## config.mk

```make
export PLATFORM = sky130hd
export DESIGN_NAME = stream_pattern_tx
export DESIGN_NICKNAME = d
export VERILOG_FILES = /design/src/rtl/stream_pattern_pkg.sv /design/src/rtl/lfsr_next.sv /design/src/rtl/stream_pattern_tx.sv
export SDC_FILE = /design/constraint.sdc
export NUM_CORES = 1
export LEC_CHECK = 0
export BUFFER_PORTS_ARGS = -buffer_cell sky130_fd_sc_hd__buf_2
export CAP_MARGIN = 20
export CELL_PAD_IN_SITES_DETAIL_PLACEMENT = 1
export CELL_PAD_IN_SITES_GLOBAL_PLACEMENT = 1
export CORE_MARGIN = 8
export CORE_UTILIZATION = 41
export CTS_CLUSTER_DIAMETER = 200
export DETAILED_ROUTE_END_ITERATION = 12
export GPL_TIMING_DRIVEN = 1
export PLACE_DENSITY = 0.78
export SETUP_SLACK_MARGIN = 0.02
export SLEW_MARGIN = 20
export SYNTH_ARGS = -nofsm -noshare
export SYNTH_HDL_FRONTEND = slang
export SYNTH_SLANG_ARGS = --single-unit
```

## constraint.sdc

```tcl
create_clock -name clock -period 2.1 [get_ports clock]
set_input_delay 0.21 -clock clock [delete_from_list [all_inputs] [get_ports clock]]
set_output_delay 0.21 -clock clock [all_outputs]
set_load 0.03 [all_outputs]
```

## src/rtl/stream_pattern_pkg.sv

```systemverilog
// rtl/stream_pattern_pkg.sv - shared types and LFSR tap constants for stream_pattern_tx
package stream_pattern_pkg;

  typedef enum logic [1:0] {
    IDLE = 2'd0,
    SEND = 2'd1,
    DONE = 2'd2
  } state_t;

  typedef enum logic [1:0] {
    INC   = 2'd0,
    CONST = 2'd1,
    LFSR  = 2'd2,
    ALT   = 2'd3
  } mode_t;

  localparam logic [7:0] LFSR_TAPS = 8'hB8;

  // Maximal-length tap masks for the shift-left Fibonacci form; 8 bits is the reference width.
  function automatic logic [31:0] lfsr_taps(input int width);
    case (width)
      4:       return 32'h0000_000C;
      16:      return 32'h0000_B400;
      32:      return 32'h8020_0003;
      default: return {24'h0, LFSR_TAPS};
    endcase
  endfunction

endpackage

```

## src/rtl/lfsr_next.sv

```systemverilog
// rtl/lfsr_next.sv - combinational next state of a Fibonacci LFSR (shift left, parity feedback into bit 0)
module lfsr_next
  import stream_pattern_pkg::*;
#(
  parameter int               DSIZE = 8,
  parameter logic [DSIZE-1:0] TAPS  = DSIZE'(lfsr_taps(DSIZE))
) (
  input  logic [DSIZE-1:0] cur,
  output logic [DSIZE-1:0] nxt
);

  assign nxt = {cur[DSIZE-2:0], ^(cur & TAPS)};

endmodule

```

## src/rtl/stream_pattern_tx.sv

```systemverilog
// rtl/stream_pattern_tx.sv - burst pattern generator on a valid/ready stream
// Optional trailing checksum beat: STREAM_PATTERN_TX_CHECKSUM_EN
module stream_pattern_tx
  import stream_pattern_pkg::*;
#(
  parameter int DSIZE = 8,
  parameter int LSIZE = 16
) (
  input  logic             clock,
  input  logic             rst,
  input  logic             start,
  input  logic [LSIZE-1:0] len,
  input  logic [1:0]       mode,
  input  logic [DSIZE-1:0] seed,
  output logic             busy,
  output logic             done,
  output logic [DSIZE-1:0] out_data,
  output logic             out_valid,
  input  logic             out_ready,
  output logic             out_last
);

  state_t           state, state_nxt;
  mode_t            mode_r;
  logic [LSIZE-1:0] rem;
  logic [DSIZE-1:0] lfsr_nxt;
  logic [DSIZE-1:0] pat_nxt;
  logic [DSIZE-1:0] first_beat;
  logic             xfer;
  logic             final_beat;
`ifdef STREAM_PATTERN_TX_CHECKSUM_EN
  logic [DSIZE-1:0] csum;
  logic             csum_beat;
`endif

  lfsr_next #(
    .DSIZE (DSIZE),
    .TAPS  (DSIZE'(lfsr_taps(DSIZE)))
  ) u_lfsr (
    .cur (out_data),
    .nxt (lfsr_nxt)
  );

  assign xfer       = out_valid && out_ready;
  // An all-zero LFSR would lock up, so a zero seed starts at 1.
  assign first_beat = (mode == LFSR && seed == '0) ? DSIZE'(1) : seed;

`ifdef STREAM_PATTERN_TX_CHECKSUM_EN
  assign final_beat = csum_beat;
`else
  assign final_beat = (rem == LSIZE'(1));
`endif

  always_comb begin
    pat_nxt = out_data;
    case (mode_r)
      INC:     pat_nxt = out_data + DSIZE'(1);
      CONST:   pat_nxt = out_data;
      LFSR:    pat_nxt = lfsr_nxt;
      ALT:     pat_nxt = ~out_data;
      default: pat_nxt = out_data;
    endcase
  end

  always_ff @(posedge clock or posedge rst) begin
    if (rst) state <= IDLE;
    else     state <= state_nxt;
  end

  always_comb begin
    state_nxt = state;
    case (state)
      IDLE:    if (start) state_nxt = (len != '0) ? SEND : DONE;
      SEND:    if (xfer && final_beat) state_nxt = DONE;
      DONE:    state_nxt = IDLE;
      default: state_nxt = IDLE;
    endcase
  end

  always_comb begin
    busy      = (state != IDLE);
    out_valid = (state == SEND);
    done      = (state == DONE);
  end

  // Beat registers only advance on a transfer, which keeps data/last stable through stalls.
  always_ff @(posedge clock or posedge rst) begin
    if (rst) begin
      out_data  <= '0;
      out_last  <= 1'b0;
      rem       <= '0;
      mode_r    <= INC;
`ifdef STREAM_PATTERN_TX_CHECKSUM_EN
      csum      <= '0;
      csum_beat <= 1'b0;
`endif
    end else begin
      case (state)
        IDLE: begin
          if (start && len != '0) begin
            out_data  <= first_beat;
            rem       <= len;
            mode_r    <= mode_t'(mode);
`ifdef STREAM_PATTERN_TX_CHECKSUM_EN
            out_last  <= 1'b0;
            csum      <= '0;
            csum_beat <= 1'b0;
`else
            out_last  <= (len == LSIZE'(1));
`endif
          end
        end
        SEND: begin
          if (xfer) begin
`ifdef STREAM_PATTERN_TX_CHECKSUM_EN
            if (csum_beat) begin
              out_last  <= 1'b0;
              csum_beat <= 1'b0;
            end else if (rem == LSIZE'(1)) begin
              out_data  <= csum + out_data;
              out_last  <= 1'b1;
              csum_beat <= 1'b1;
              rem       <= '0;
            end else begin
              csum      <= csum + out_data;
              out_data  <= pat_nxt;
              rem       <= rem - LSIZE'(1);
            end
`else
            if (rem == LSIZE'(1)) begin
              out_last <= 1'b0;
              rem      <= '0;
            end else begin
              out_data <= pat_nxt;
              rem      <= rem - LSIZE'(1);
              out_last <= (rem == LSIZE'(2));
            end
`endif
          end
        end
        default: ;
      endcase
    end
  end

endmodule

```

==> flow_results.xml, run 1 <==
<?xml version="1.0" encoding="UTF-8"?>
<metrics>
  <group name="drt">
    <metric name="detail-route-antenna-nets" unit="">0</metric>
    <metric name="initialDrtViolationCount" unit="">130</metric>
    <metric name="drt-vias-per-instance" unit="">5.919</metric>
    <metric name="drt_wl_total" unit="mm">7.508</metric>
    <metric name="post-route-drc-count" unit="">0</metric>
    <metric name="drt_pre_antenna_iters" unit="">4</metric>
    <metric name="routedWlPerCell" unit="um">19.60</metric>
    <metric name="via_count" unit="">2267</metric>
  </group>
  <group name="layout">
    <metric name="layout_common_cells" unit="">41 x sky130_fd_sc_hd__buf_2, 29 x sky130_fd_sc_hd__dfrtp_1, 24 x sky130_fd_sc_hd__buf_4</metric>
    <metric name="num_antenna_cells" unit="">0</metric>
    <metric name="area_growth" unit="%">25.00</metric>
    <metric name="layout.cells.most_common" unit="">sky130_fd_sc_hd__buf_2</metric>
    <metric name="share_of_post_route_cells_with_drive_strength_above_1" unit="%">30.35</metric>
    <metric name="nets" unit="">347</metric>
  </group>
  <group name="worst_setup_path">
    <metric name="timing.critical_path.arrival" unit="ps">2150</metric>
    <metric name="crit_fanout" unit="">8</metric>
    <metric name="worst_ep_required_time" unit="ps">2270</metric>
    <metric name="cp-start-kind" unit="">register</metric>
    <metric name="crit-reg2reg-launch" unit="">rem[10]$_DFFE_PP0P_</metric>
    <metric name="setup.worst_path.end_class" unit="">register</metric>
    <metric name="worstRegToRegCells" unit="">6</metric>
    <metric name="timing.critical_path.from" unit="">rem[10]$_DFFE_PP0P_</metric>
    <metric name="r2r_slack" unit="ps">120</metric>
    <metric name="criticalPathCategory" unit="">register to register</metric>
    <metric name="worstReg2RegEnd" unit="">out_data[4]$_DFFE_PP0P_</metric>
  </group>
  <group name="clock_tree">
    <metric name="cts-htree-levels" unit="">2</metric>
    <metric name="cts_max_path_buffers" unit="">2</metric>
    <metric name="tritoncts_clock_tree" unit="">done</metric>
    <metric name="hold_buffers" unit="">0</metric>
    <metric name="cts_made_buffers" unit="">5</metric>
    <metric name="cts-resized-gates" unit="">0</metric>
    <metric name="root_buffer" unit="">sky130_fd_sc_hd__clkbuf_8</metric>
    <metric name="post-cts-setup-buffers" unit="">0</metric>
    <metric name="worstSkewPairLatency" unit="ps">280</metric>
    <metric name="cts.clk_slew.worst_paths" unit="ps">60</metric>
    <metric name="numClockSinks" unit="">29</metric>
  </group>
  <group name="sta">
    <metric name="report.final.slew_viol_count" unit="">0</metric>
    <metric name="setup_ws_final" unit="ps">118.1</metric>
    <metric name="setup_violations" unit="">0</metric>
    <metric name="max_clock_freq" unit="MHz">504.6</metric>
    <metric name="timing_worst_slew_pin_value" unit="ps">454.8</metric>
    <metric name="grt_setup_unrepaired" unit="">no</metric>
    <metric name="period_share" unit="%">94.38</metric>
    <metric name="totalNegativeSetupSlack" unit="ps">0</metric>
    <metric name="worst_max_slew_margin_expressed_relative_to_the_limit" unit="%">69.59</metric>
    <metric name="holdWs" unit="ps">-12.75</metric>
    <metric name="hold_viol" unit="">15</metric>
    <metric name="finalClockSkew" unit="ps">4.064</metric>
    <metric name="final_period_minus_worst_setup_slack" unit="ps">1982</metric>
  </group>
  <group name="power">
    <metric name="netSwitchingPower" unit="W">0.001171</metric>
    <metric name="p_leak" unit="nW">1.142</metric>
    <metric name="internal_power" unit="W">0.001532</metric>
    <metric name="p_clk_share" unit="%">16.6</metric>
    <metric name="netSwitchingFraction" unit="%">43.32</metric>
    <metric name="vdd.ir_drop.worst" unit="mV">0.5152</metric>
    <metric name="power.share.combinational" unit="%">47.4</metric>
    <metric name="power_frac_seq" unit="%">36.0</metric>
    <metric name="powerDensity" unit="nW/um^2">997.9</metric>
  </group>
  <group name="synth">
    <metric name="netlist.area_leader.share" unit="%">33.49</metric>
    <metric name="synthAdderAreaFrac" unit="%">2.887</metric>
    <metric name="synthCells" unit="">251</metric>
    <metric name="seq_area_frac_synth" unit="%">33.49</metric>
    <metric name="synth_cell_types" unit="">64</metric>
    <metric name="yosys_register_bits" unit="">29</metric>
    <metric name="mappedNetlistArea" unit="sq um">2167</metric>
    <metric name="area_share_of_xor_xnor_cells_in_the_synthesized_design" unit="%">0.8083</metric>
    <metric name="synth-main-ff-cell" unit="">sky130_fd_sc_hd__dfrtp_1</metric>
    <metric name="synth_top_family_by_area" unit="">compound AO/OA/AOI/OAI gates</metric>
    <metric name="synth.area.mux_share" unit="%">7.333</metric>
    <metric name="syn_nets" unit="">286</metric>
    <metric name="synth_area_leader_cell" unit="">sky130_fd_sc_hd__dfrtp_1</metric>
    <metric name="post_synth_and_or_nand_nor_area_fraction" unit="%">22.69</metric>
    <metric name="ys.warnings.count" unit="">0</metric>
    <metric name="synth_compound_area_share" unit="%">26.91</metric>
    <metric name="async_flop_share" unit="%">100.0</metric>
    <metric name="synth-edff-count" unit="">0</metric>
    <metric name="synth_area_per_cell" unit="sq um">8.634</metric>
    <metric name="synth.area.top_cells" unit="">sky130_fd_sc_hd__dfrtp_1 33%, sky130_fd_sc_hd__mux2_4 4.8%, sky130_fd_sc_hd__a21oi_1 4.4%</metric>
  </group>
  <group name="status">
    <metric name="violations_in_the_final_reports" unit="">hold timing</metric>
    <metric name="status" unit="">complete, but fails checks</metric>
  </group>
  <group name="grt">
    <metric name="vias_in_the_first_global_route" unit="">2390</metric>
    <metric name="largest_net_degree_at_the_start_of_global_routing" unit="">42</metric>
    <metric name="antenna_found_initial" unit="">0</metric>
    <metric name="grtUsageTotal" unit="%">19.55</metric>
    <metric name="grt_ovf" unit="">0</metric>
    <metric name="grt_pass1_wl" unit="mm">11.96</metric>
  </group>
  <group name="placement">
    <metric name="gp_routability_congestion" unit="">0.8520</metric>
    <metric name="post-place-ws" unit="ps">46.24</metric>
    <metric name="io_port_bufs" unit="">41</metric>
    <metric name="detailed_place_hpwl" unit="mm">5.694</metric>
  </group>
  <group name="job">
    <metric name="cap_viol_max_count" unit="">0</metric>
  </group>
  <group name="floorplanning">
    <metric name="die_extent_in_y" unit="um">88.70</metric>
    <metric name="floorplan.die.width" unit="um">88.70</metric>
    <metric name="floorplan.die_area" unit="sq um">7868</metric>
    <metric name="placeable_core_area" unit="sq um">5107</metric>
    <metric name="top_level_ports" unit="">42</metric>
    <metric name="floorplan_row_count" unit="">26</metric>
    <metric name="floorplan.initialDensity" unit="%">42.43</metric>
  </group>
  <group name="worst_hold_path">
    <metric name="worst_hold_path_type" unit="">input port to asynchronous set/reset pin</metric>
  </group>
</metrics>
==> state kept, by name, summed over array words and instances, names as in the netlist <==
register,cells
out_last,1
mode_r,2
out_data,8
state,2
rem,16
==> power groups by stage <==
stage	registers, W	clock network, W	logic, W
global route	0.00100	0.000480	0.00140
finish	0.000973	0.000448	0.00128
floorplan	0.00105	0	0.000712
CTS	0.000958	0.000460	0.00127
global placement	0.000956	0	0.00121
detailed placement	0.000965	0	0.00126
==> final cells by class <==
type                       count  area [sq um]
fill                         647          2399
sequential                    29         725.7
multi-input combinational    194          1335
clock inverter                 2         10.01
inverter                      15         61.31
timing repair buffer          67         416.7
tap                           70         87.58
clock buffer                   6         72.57
==> stage by stage <==
stage | hold slack [ps] | instances | util, % | area (sq um) | power, W
2_1_floorplan | 288.1 | 251 | - | 2167 | 0.001764
3_3_place_gp | 297.0 | 375 | 50.93 | 2601 | 0.002169
3_5_place_dp | 306.3 | 375 | 50.93 | 2601 | 0.002226
4_1_cts | 0.4813 | 383 | 52.55 | 2684 | 0.002684
5_1_grt | 35.29 | 383 | 53.04 | 2709 | 0.002884
6_report | -12.75 | 383 | 53.04 | 2709 | 0.002703
==> synth_stat cells, types with 3 or more instances <==
| cell | n |
|---|---|
| sky130_fd_sc_hd__inv_1 | 14 |
| sky130_fd_sc_hd__nor2_1 | 19 |
| sky130_fd_sc_hd__o21ai_0 | 18 |
| sky130_fd_sc_hd__dfrtp_1 | 29 |
| sky130_fd_sc_hd__or3_1 | 3 |
| sky130_fd_sc_hd__o21ai_1 | 4 |
| sky130_fd_sc_hd__or4_1 | 3 |
| sky130_fd_sc_hd__a31oi_1 | 3 |
| sky130_fd_sc_hd__mux2_4 | 7 |
| sky130_fd_sc_hd__nand2_1 | 22 |
| sky130_fd_sc_hd__a21oi_1 | 19 |
| sky130_fd_sc_hd__a221oi_1 | 4 |
| sky130_fd_sc_hd__nand4_1 | 4 |
| sky130_fd_sc_hd__a22oi_1 | 3 |
| sky130_fd_sc_hd__a32oi_1 | 5 |
| sky130_fd_sc_hd__and3_1 | 3 |
| sky130_fd_sc_hd__nand3_1 | 7 |
| sky130_fd_sc_hd__nor3_2 | 3 |
| sky130_fd_sc_hd__o2bb2ai_1 | 5 |
| sky130_fd_sc_hd__clkbuf_1 | 8 |
| sky130_fd_sc_hd__nor3_1 | 11 |
| sky130_fd_sc_hd__ha_1 | 5 |
==> logic make-up (layout without fill, tap and decap cells) <==
| kind of cell | Yosys count | count (layout) |
|---|---|---|
| AOI/OAI and AO/OA | 85 | 85 |
| xor gates and xnor gates | 2 | 2 |
| adders and majority gates | 5 | 5 |
| buffers and inverters | 28 | 90 |
| DFF | 29 | 29 |
| muxes | 12 | 12 |
| and+or+nand+nor | 90 | 90 |
==> critical path: stages, from the launching register on <==
cell and delay [ps]:
sky130_fd_sc_hd__dfrtp_1 390, sky130_fd_sc_hd__nor3_2 360, sky130_fd_sc_hd__nand4_1 240, sky130_fd_sc_hd__nor3_1 220, sky130_fd_sc_hd__a311o_1 200, sky130_fd_sc_hd__buf_12 150
sky130_fd_sc_hd__mux2_4 300
==> worst max-delay path by stage <==
stage                                    endpoint
after floorplan           out_data[5]$_DFFE_PP0P_
after global placement    out_data[7]$_DFFE_PP0P_
after detailed placement  out_data[1]$_DFFE_PP0P_
after CTS                      rem[9]$_DFFE_PP0P_
after global routing      out_data[4]$_DFFE_PP0P_
final                     out_data[4]$_DFFE_PP0P_
==> per-layer routing <==
layer | global-route usage, % | vias to the layer above | part of all wire [%]
li1 | - | 1077 | -
met1 | 25.14 | 1123 | 45
met2 | 32.28 | 56 | 49
met3 | 4.364 | 11 | 4.6
met4 | 4.301 | 0 | 0.97
met5 | 0 | - | 0
(Power assumes the default switching activity.)
==> run 2: changes to the inputs <==
--- a/config.mk
+++ b/config.mk
@@ -9,12 +9,11 @@
 export CAP_MARGIN = 20
 export CELL_PAD_IN_SITES_DETAIL_PLACEMENT = 1
 export CELL_PAD_IN_SITES_GLOBAL_PLACEMENT = 1
-export CORE_MARGIN = 8
-export CORE_UTILIZATION = 41
+export CORE_UTILIZATION = 37
 export CTS_CLUSTER_DIAMETER = 200
 export DETAILED_ROUTE_END_ITERATION = 12
 export GPL_TIMING_DRIVEN = 1
-export PLACE_DENSITY = 0.78
+export PLACE_DENSITY = 0.75
 export SETUP_SLACK_MARGIN = 0.02
 export SLEW_MARGIN = 20
 export SYNTH_ARGS = -nofsm -noshare
==> constraint.sdc (replaced) <==
create_clock -name clock -period 1.8 [get_ports clock]
set_input_delay 0.18 -clock clock [delete_from_list [all_inputs] [get_ports clock]]
set_output_delay 0.18 -clock clock [all_outputs]
set_load 0.03 [all_outputs]
==> run 2 against run 1 <==
The flow finishes with violations (setup timing). Flip-flop and latch count is the same. Via count rose by 16%. Combinational power is 62% higher. Critical path type unchanged. Highest routed layer unchanged.
==> flow_results.xml, run 2 (synthesis results as in run 1) <==
<?xml version="1.0" encoding="UTF-8"?>
<metrics>
  <group name="sta">
    <metric name="grt_setup_unrepaired" unit="">yes</metric>
    <metric name="setup_violations" unit="">9</metric>
    <metric name="totalNegativeSetupSlack" unit="ps">-964.5</metric>
    <metric name="hold_viol" unit="">0</metric>
    <metric name="holdWs" unit="ps">120.9</metric>
    <metric name="timing_worst_slew_pin_value" unit="ps">398.3</metric>
    <metric name="max_clock_freq" unit="MHz">506.8</metric>
    <metric name="report.final.slew_viol_count" unit="">0</metric>
    <metric name="setup_ws_final" unit="ps">-173.2</metric>
    <metric name="period_share" unit="%">109.6</metric>
    <metric name="final_period_minus_worst_setup_slack" unit="ps">1973</metric>
    <metric name="finalClockSkew" unit="ps">8.983</metric>
    <metric name="worst_max_slew_margin_expressed_relative_to_the_limit" unit="%">73.45</metric>
  </group>
  <group name="clock_tree">
    <metric name="cts_made_buffers" unit="">5</metric>
    <metric name="cts-htree-levels" unit="">2</metric>
    <metric name="cts_max_path_buffers" unit="">2</metric>
    <metric name="numClockSinks" unit="">29</metric>
    <metric name="root_buffer" unit="">sky130_fd_sc_hd__clkbuf_8</metric>
    <metric name="worstSkewPairLatency" unit="ps">300</metric>
    <metric name="cts.clk_slew.worst_paths" unit="ps">70</metric>
    <metric name="tritoncts_clock_tree" unit="">done</metric>
  </group>
  <group name="layout">
    <metric name="top_regs" unit="">rem: 16 flops, out_data: 8 flops</metric>
    <metric name="nets" unit="">390</metric>
    <metric name="area_growth" unit="%">49.31</metric>
    <metric name="share_of_post_route_cells_with_drive_strength_above_1" unit="%">44.94</metric>
    <metric name="num_antenna_cells" unit="">0</metric>
    <metric name="final_core_utilization" unit="%">58.05</metric>
    <metric name="top_register" unit="">rem</metric>
    <metric name="layout.cells.most_common" unit="">sky130_fd_sc_hd__buf_4</metric>
    <metric name="layout_common_cells" unit="">61 x sky130_fd_sc_hd__buf_4, 41 x sky130_fd_sc_hd__buf_2, 27 x sky130_fd_sc_hd__dfrtp_1</metric>
    <metric name="largest_register_ffs" unit="">16</metric>
  </group>
  <group name="grt">
    <metric name="grt_ovf" unit="">0</metric>
    <metric name="grtUsageTotal" unit="%">26.47</metric>
    <metric name="grt_pass1_wl" unit="mm">12.52</metric>
    <metric name="largest_net_degree_at_the_start_of_global_routing" unit="">42</metric>
    <metric name="vias_in_the_first_global_route" unit="">2440</metric>
    <metric name="antenna_found_initial" unit="">0</metric>
  </group>
  <group name="status">
    <metric name="status" unit="">complete, but fails checks</metric>
    <metric name="violations_in_the_final_reports" unit="">setup timing</metric>
  </group>
  <group name="worst_setup_path">
    <metric name="crit_slowest_cell" unit="">sky130_fd_sc_hd__dfrtp_1</metric>
    <metric name="worst_ep_required_time" unit="ps">1980</metric>
    <metric name="critical_path.max_stage_delay" unit="ps">420</metric>
    <metric name="setup.worst_path.end_class" unit="">register</metric>
    <metric name="crit_fanout" unit="">5</metric>
    <metric name="timing.critical_path.from" unit="">out_data[1]$_DFFE_PP0P_</metric>
    <metric name="criticalPathCategory" unit="">register to register</metric>
    <metric name="crit_top_cell" unit="">sky130_fd_sc_hd__o21ai_0</metric>
    <metric name="crit-reg2reg-launch" unit="">out_data[1]$_DFFE_PP0P_</metric>
    <metric name="cp_cell_sequence" unit="">ha_1, nand4_1, o21ai_0, a221o_1, o21ai_0, mux2_4</metric>
    <metric name="timing.critical_path.arrival" unit="ps">2150</metric>
    <metric name="cp-start-kind" unit="">register</metric>
    <metric name="r2r_slack" unit="ps">-170</metric>
  </group>
  <group name="floorplanning">
    <metric name="floorplan.initialDensity" unit="%">38.88</metric>
    <metric name="floorplan.die_area" unit="sq um">6167</metric>
    <metric name="top_level_ports" unit="">42</metric>
    <metric name="die_extent_in_y" unit="um">78.53</metric>
    <metric name="placeable_core_area" unit="sq um">5574</metric>
    <metric name="floorplan.die.width" unit="um">78.53</metric>
    <metric name="floorplan_row_count" unit="">27</metric>
  </group>
  <group name="drt">
    <metric name="drt_wl_total" unit="mm">9.571</metric>
    <metric name="via_count" unit="">2630</metric>
    <metric name="drt_pre_antenna_iters" unit="">5</metric>
    <metric name="initialDrtViolationCount" unit="">280</metric>
    <metric name="routedWlPerCell" unit="um">22.36</metric>
    <metric name="detail-route-antenna-nets" unit="">0</metric>
    <metric name="drt-vias-per-instance" unit="">6.145</metric>
    <metric name="post-route-drc-count" unit="">0</metric>
  </group>
  <group name="power">
    <metric name="p_leak" unit="nW">1.379</metric>
    <metric name="vdd.ir_drop.worst" unit="mV">0.6908</metric>
    <metric name="powerDensity" unit="nW/um^2">1158</metric>
  </group>
  <group name="worst_hold_path">
    <metric name="worst_hold_startpoint" unit="">mode[1]</metric>
    <metric name="worst_hold_path_type" unit="">input port to register</metric>
  </group>
  <group name="placement">
    <metric name="io_port_bufs" unit="">41</metric>
    <metric name="gp_routability_congestion" unit="">0.9004</metric>
    <metric name="detailed_place_hpwl" unit="mm">5.771</metric>
  </group>
  <group name="job">
    <metric name="cap_viol_max_count" unit="">0</metric>
  </group>
</metrics>
[run 2: worst max-delay path, delay by kind of cell (launching register included)]
| kind | cells | cell delay [ps] |
|---|---|---|
| and+or+nand+nor | 1 | 200 |
| DFF | 1 | 420 |
| muxes | 1 | 300 |
| AOI/OAI and AO/OA | 3 | 660 |
| adders and majority gates | 1 | 280 |
[run 2: final timing paths]
kind,cells after the start,end
min in group asynchronous,4,rem[7]$_DFFE_PP0P_
max in group asynchronous,4,out_data[2]$_DFFE_PP0P_
hold reg to reg,1,out_last$_DFFE_PP0P_
setup / recovery,6,out_data[6]$_DFFE_PP0P_
hold / removal,2,mode_r[1]$_DFFE_PP0P_
setup reg to reg,6,out_data[6]$_DFFE_PP0P_
[run 2: final cells by class]
cell class                 count  area (sq um)
inverter                      15         61.31
sequential                    29         728.2
timing repair buffer         110         783.3
multi-input combinational    194          1483
tap                           72         90.09
clock buffer                   8         90.09
fill                         672          2338
[run 2: report_power, final]
part / switching (W) / internal (W)
clock network: 0.000276 / 0.000312
logic: 0.00111 / 0.000967
registers: 0.000245 / 0.000843
[run 2: through the flow]
stage	instances	instance area [sq um]	total power, W	worst slack (ps)
2_1_floorplan	251	2207	0.002087	-13.39
3_3_place_gp	405	2864	0.002696	-174.0
3_5_place_dp	405	2864	0.002767	-206.8
4_1_cts	415	2988	0.003375	-57.20
5_1_grt	428	3236	0.003923	-245.6
6_report	428	3236	0.003748	-173.2
[run 2: what timing repair did]
| item | in CTS | in global routing |
|---|---|---|
| hold buffers | 1 | 0 |
| setup endpoints to repair | 11 | 25 |
| cloned | 0 | 1 |
| resized for setup | 5 | 30 |
| pin swaps | 1 | 8 |
| buffers inserted | 1 | 12 |
| hold endpoints to repair | 29 | 0 |
[run 2: metal layers]
metal | wire length (um) | up-vias | track usage [%]
li1 | - | 1159 | -
met2 | 4531 | 134 | 38.96
met1 | 4148 | 1313 | 39.83
met3 | 644 | 24 | 4.070
met5 | 0 | - | 0
met4 | 246 | 0 | 6.667
==> run 3: changes to the inputs <==
--- a/config.mk
+++ b/config.mk
@@ -5,7 +5,7 @@
 export SDC_FILE = /design/constraint.sdc
 export NUM_CORES = 1
 export LEC_CHECK = 0
-export BUFFER_PORTS_ARGS = -buffer_cell sky130_fd_sc_hd__buf_2
+export BUFFER_PORTS_ARGS = -buffer_cell sky130_fd_sc_hd__clkbuf_2
 export CAP_MARGIN = 20
 export CELL_PAD_IN_SITES_DETAIL_PLACEMENT = 1
 export CELL_PAD_IN_SITES_GLOBAL_PLACEMENT = 1
==> run 3 against run 2 <==
Flip-flop and latch count stayed put. Sequential power is essentially flat. Largest power group unchanged. The run still ends with setup timing left. Global-route usage increased by 2.4 points. Critical path type unchanged. First-iteration DRC count down 12%. Sequential share of layout area is 0.34 points lower. Wire length up 1.6%.
==> flow_results.xml, run 3 (synthesis results as in run 1) <==
<?xml version="1.0" encoding="UTF-8"?>
<metrics>
  <group name="floorplanning">
    <metric name="floorplan.die.width" unit="um">78.53</metric>
    <metric name="die_extent_in_y" unit="um">78.53</metric>
    <metric name="floorplan.initialDensity" unit="%">38.88</metric>
    <metric name="top_level_ports" unit="">42</metric>
    <metric name="placeable_core_area" unit="sq um">5574</metric>
    <metric name="floorplan.die_area" unit="sq um">6167</metric>
    <metric name="floorplan_row_count" unit="">27</metric>
  </group>
  <group name="worst_setup_path">
    <metric name="crit-reg2reg-launch" unit="">rem[13]$_DFFE_PP0P_</metric>
    <metric name="cp_cell_sequence" unit="">nor3_2, buf_4, nand4_1, nor3_2, a311o_1, buf_12, mux2_4</metric>
    <metric name="crit_fanout" unit="">8</metric>
    <metric name="worstReg2RegEnd" unit="">out_data[1]$_DFFE_PP0P_</metric>
    <metric name="setup.worst_path.end_class" unit="">register</metric>
    <metric name="worstRegToRegCells" unit="">7</metric>
    <metric name="criticalPathCategory" unit="">register to register</metric>
    <metric name="critical_path.max_stage_delay" unit="ps">390</metric>
    <metric name="crit_slowest_cell" unit="">sky130_fd_sc_hd__dfrtp_1</metric>
    <metric name="worst_ep_required_time" unit="ps">1970</metric>
    <metric name="timing.critical_path.arrival" unit="ps">2080</metric>
    <metric name="crit_top_cell" unit="">sky130_fd_sc_hd__nor3_2</metric>
    <metric name="r2r_slack" unit="ps">-100</metric>
    <metric name="cp-start-kind" unit="">register</metric>
  </group>
  <group name="layout">
    <metric name="regArea" unit="sq um">726.9</metric>
    <metric name="final_core_utilization" unit="%">58.83</metric>
    <metric name="layout_common_cells" unit="">62 x sky130_fd_sc_hd__buf_4, 41 x sky130_fd_sc_hd__clkbuf_2, 28 x sky130_fd_sc_hd__dfrtp_1</metric>
    <metric name="layout.cells.most_common" unit="">sky130_fd_sc_hd__buf_4</metric>
    <metric name="fillCellCount" unit="">692</metric>
    <metric name="num_antenna_cells" unit="">0</metric>
    <metric name="share_of_post_route_cells_with_drive_strength_above_1" unit="%">46.22</metric>
    <metric name="top_regs" unit="">rem: 16 flops, out_data: 8 flops</metric>
    <metric name="top_register" unit="">rem</metric>
    <metric name="nets" unit="">391</metric>
    <metric name="multi_input_logic_area" unit="sq um">1501</metric>
    <metric name="area_growth" unit="%">51.33</metric>
    <metric name="largest_register_ffs" unit="">16</metric>
  </group>
  <group name="clock_tree">
    <metric name="cts-htree-levels" unit="">2</metric>
    <metric name="worstSkewPairLatency" unit="ps">290</metric>
    <metric name="root_buffer" unit="">sky130_fd_sc_hd__clkbuf_8</metric>
    <metric name="cts.clk_slew.worst_paths" unit="ps">70</metric>
    <metric name="cts_made_buffers" unit="">5</metric>
    <metric name="cts_max_path_buffers" unit="">2</metric>
    <metric name="numClockSinks" unit="">29</metric>
    <metric name="tritoncts_clock_tree" unit="">done</metric>
  </group>
  <group name="drt">
    <metric name="drt_wl_total" unit="mm">9.724</metric>
    <metric name="post-route-drc-count" unit="">0</metric>
    <metric name="via_count" unit="">2663</metric>
    <metric name="routedWlPerCell" unit="um">22.67</metric>
    <metric name="detail-route-antenna-nets" unit="">0</metric>
    <metric name="drt-vias-per-instance" unit="">6.207</metric>
    <metric name="initialDrtViolationCount" unit="">247</metric>
    <metric name="drt_pre_antenna_iters" unit="">5</metric>
  </group>
  <group name="sta">
    <metric name="report.final.slew_viol_count" unit="">0</metric>
    <metric name="finalClockSkew" unit="ps">4.795</metric>
    <metric name="worst_max_slew_margin_expressed_relative_to_the_limit" unit="%">73.03</metric>
    <metric name="final_period_minus_worst_setup_slack" unit="ps">1904</metric>
    <metric name="timing_worst_slew_pin_value" unit="ps">401.5</metric>
    <metric name="max_clock_freq" unit="MHz">525.2</metric>
    <metric name="setup_violations" unit="">16</metric>
    <metric name="grt_setup_unrepaired" unit="">yes</metric>
    <metric name="period_share" unit="%">105.8</metric>
    <metric name="hold_viol" unit="">0</metric>
    <metric name="setup_ws_final" unit="ps">-104.2</metric>
  </group>
  <group name="worst_hold_path">
    <metric name="worst_hold_path.num_cells" unit="">2</metric>
    <metric name="worst_hold_path_type" unit="">input port to register</metric>
    <metric name="worst_hold_endpoint" unit="">mode_r[0]$_DFFE_PP0P_</metric>
    <metric name="worst_hold_startpoint" unit="">mode[0]</metric>
  </group>
  <group name="power">
    <metric name="netSwitchingFraction" unit="%">44.08</metric>
    <metric name="vdd.ir_drop.worst" unit="mV">0.5717</metric>
    <metric name="netSwitchingPower" unit="W">0.001606</metric>
    <metric name="totalPowerFinal" unit="W">0.003643</metric>
    <metric name="power.share.combinational" unit="%">54.9</metric>
    <metric name="p_leak" unit="nW">1.410</metric>
    <metric name="powerDensity" unit="nW/um^2">1111</metric>
    <metric name="power_frac_seq" unit="%">30.3</metric>
    <metric name="p_clk_share" unit="%">14.8</metric>
    <metric name="internal_power" unit="W">0.002037</metric>
  </group>
  <group name="status">
    <metric name="status" unit="">complete, but fails checks</metric>
    <metric name="violations_in_the_final_reports" unit="">setup timing</metric>
  </group>
  <group name="placement">
    <metric name="detailed_place_hpwl" unit="mm">5.790</metric>
    <metric name="gp_routability_congestion" unit="">0.8376</metric>
    <metric name="io_port_bufs" unit="">41</metric>
  </group>
  <group name="grt">
    <metric name="antenna_found_initial" unit="">0</metric>
    <metric name="largest_net_degree_at_the_start_of_global_routing" unit="">30</metric>
    <metric name="grtUsageTotal" unit="%">28.86</metric>
    <metric name="vias_in_the_first_global_route" unit="">2525</metric>
    <metric name="grt_pass1_wl" unit="mm">13.45</metric>
    <metric name="grt_ovf" unit="">0</metric>
  </group>
  <group name="job">
    <metric name="cap_viol_max_count" unit="">0</metric>
  </group>
</metrics>
## run 3: repair_timing
action / 4_1_cts / 5_1_grt
setup endpoints to repair: 13 / 27
hold endpoints to repair: 29 / 0
hold buffers: 1 / 0
cloned: 2 / 0
pin swaps: 3 / 13
buffers inserted: 6 / 7
gates resized for setup: 11 / 29
## run 3: power groups by stage
stage | Combinational (W) | Clock (W) | Sequential [W]
global route | 0.00213 | 0.000561 | 0.00112
floorplan | 0.000842 | 0 | 0.00125
CTS | 0.00181 | 0.000537 | 0.00106
finish | 0.00200 | 0.000540 | 0.00110
detailed placement | 0.00170 | 0 | 0.00106
global placement | 0.00164 | 0 | 0.00105
## run 3: routing by layer
layer  vias up  GRT usage, %  routed length, um  share of wire [%]
li1       1171             -                  -                  -
met1      1328         41.60               4133                 43
met2       136         44.96               4652                 48
met3        28         3.837                676                7.0
met4         0         7.593                261                2.7
met5         -             0                  0                  0
## run 3: layout make-up
| type | instances | area share, % |
|---|---|---|
| sequential | 29 | 22.17 |
| multi-input combinational | 194 | 45.78 |
| clock buffer | 8 | 2.442 |
| tap | 72 | 2.747 |
| inverter | 15 | 1.870 |
| timing repair buffer | 111 | 24.99 |
## run 3: stage by stage
| stage | hold slack (ps) | std cells | setup WS, ps | instance area [sq um] | TNS [ps] |
|---|---|---|---|---|---|
| floorplan | 258.0 | 251 | -13.39 | 2207 | -47.84 |
| global placement | 251.9 | 405 | -135.1 | 2864 | -1194 |
| detailed placement | 267.9 | 405 | -190.0 | 2864 | -1709 |
| CTS | 152.0 | 422 | -12.45 | 3109 | -63.43 |
| global route | 174.3 | 429 | -141.1 | 3279 | -1589 |
| finish | 153.3 | 429 | -104.2 | 3279 | -952.0 |
## run 3: worst max-delay path by stage
stage | endpoint | startpoint | cells after the start
final | out_data[1]$_DFFE_PP0P_ | rem[13]$_DFFE_PP0P_ | 7
after global routing | out_data[4]$_DFFE_PP0P_ | rem[5]$_DFFE_PP0P_ | 6
after CTS | out_data[1]$_DFFE_PP0P_ | state[1]$_DFFE_PP0P_ | 7
after detailed placement | mode_r[1]$_DFFE_PP0P_ | len[3] | 7
after global placement | out_data[0]$_DFFE_PP0P_ | len[3] | 7
after floorplan | out_data[5]$_DFFE_PP0P_ | out_data[3]$_DFFE_PP0P_ | 5
## run 3: worst max-delay path, delay by kind of cell (launching register included)
family	cells	cell delay, ps
flops	1	390
mux	1	300
compound gates	1	220
buf+inv	2	330
simple gates	3	570
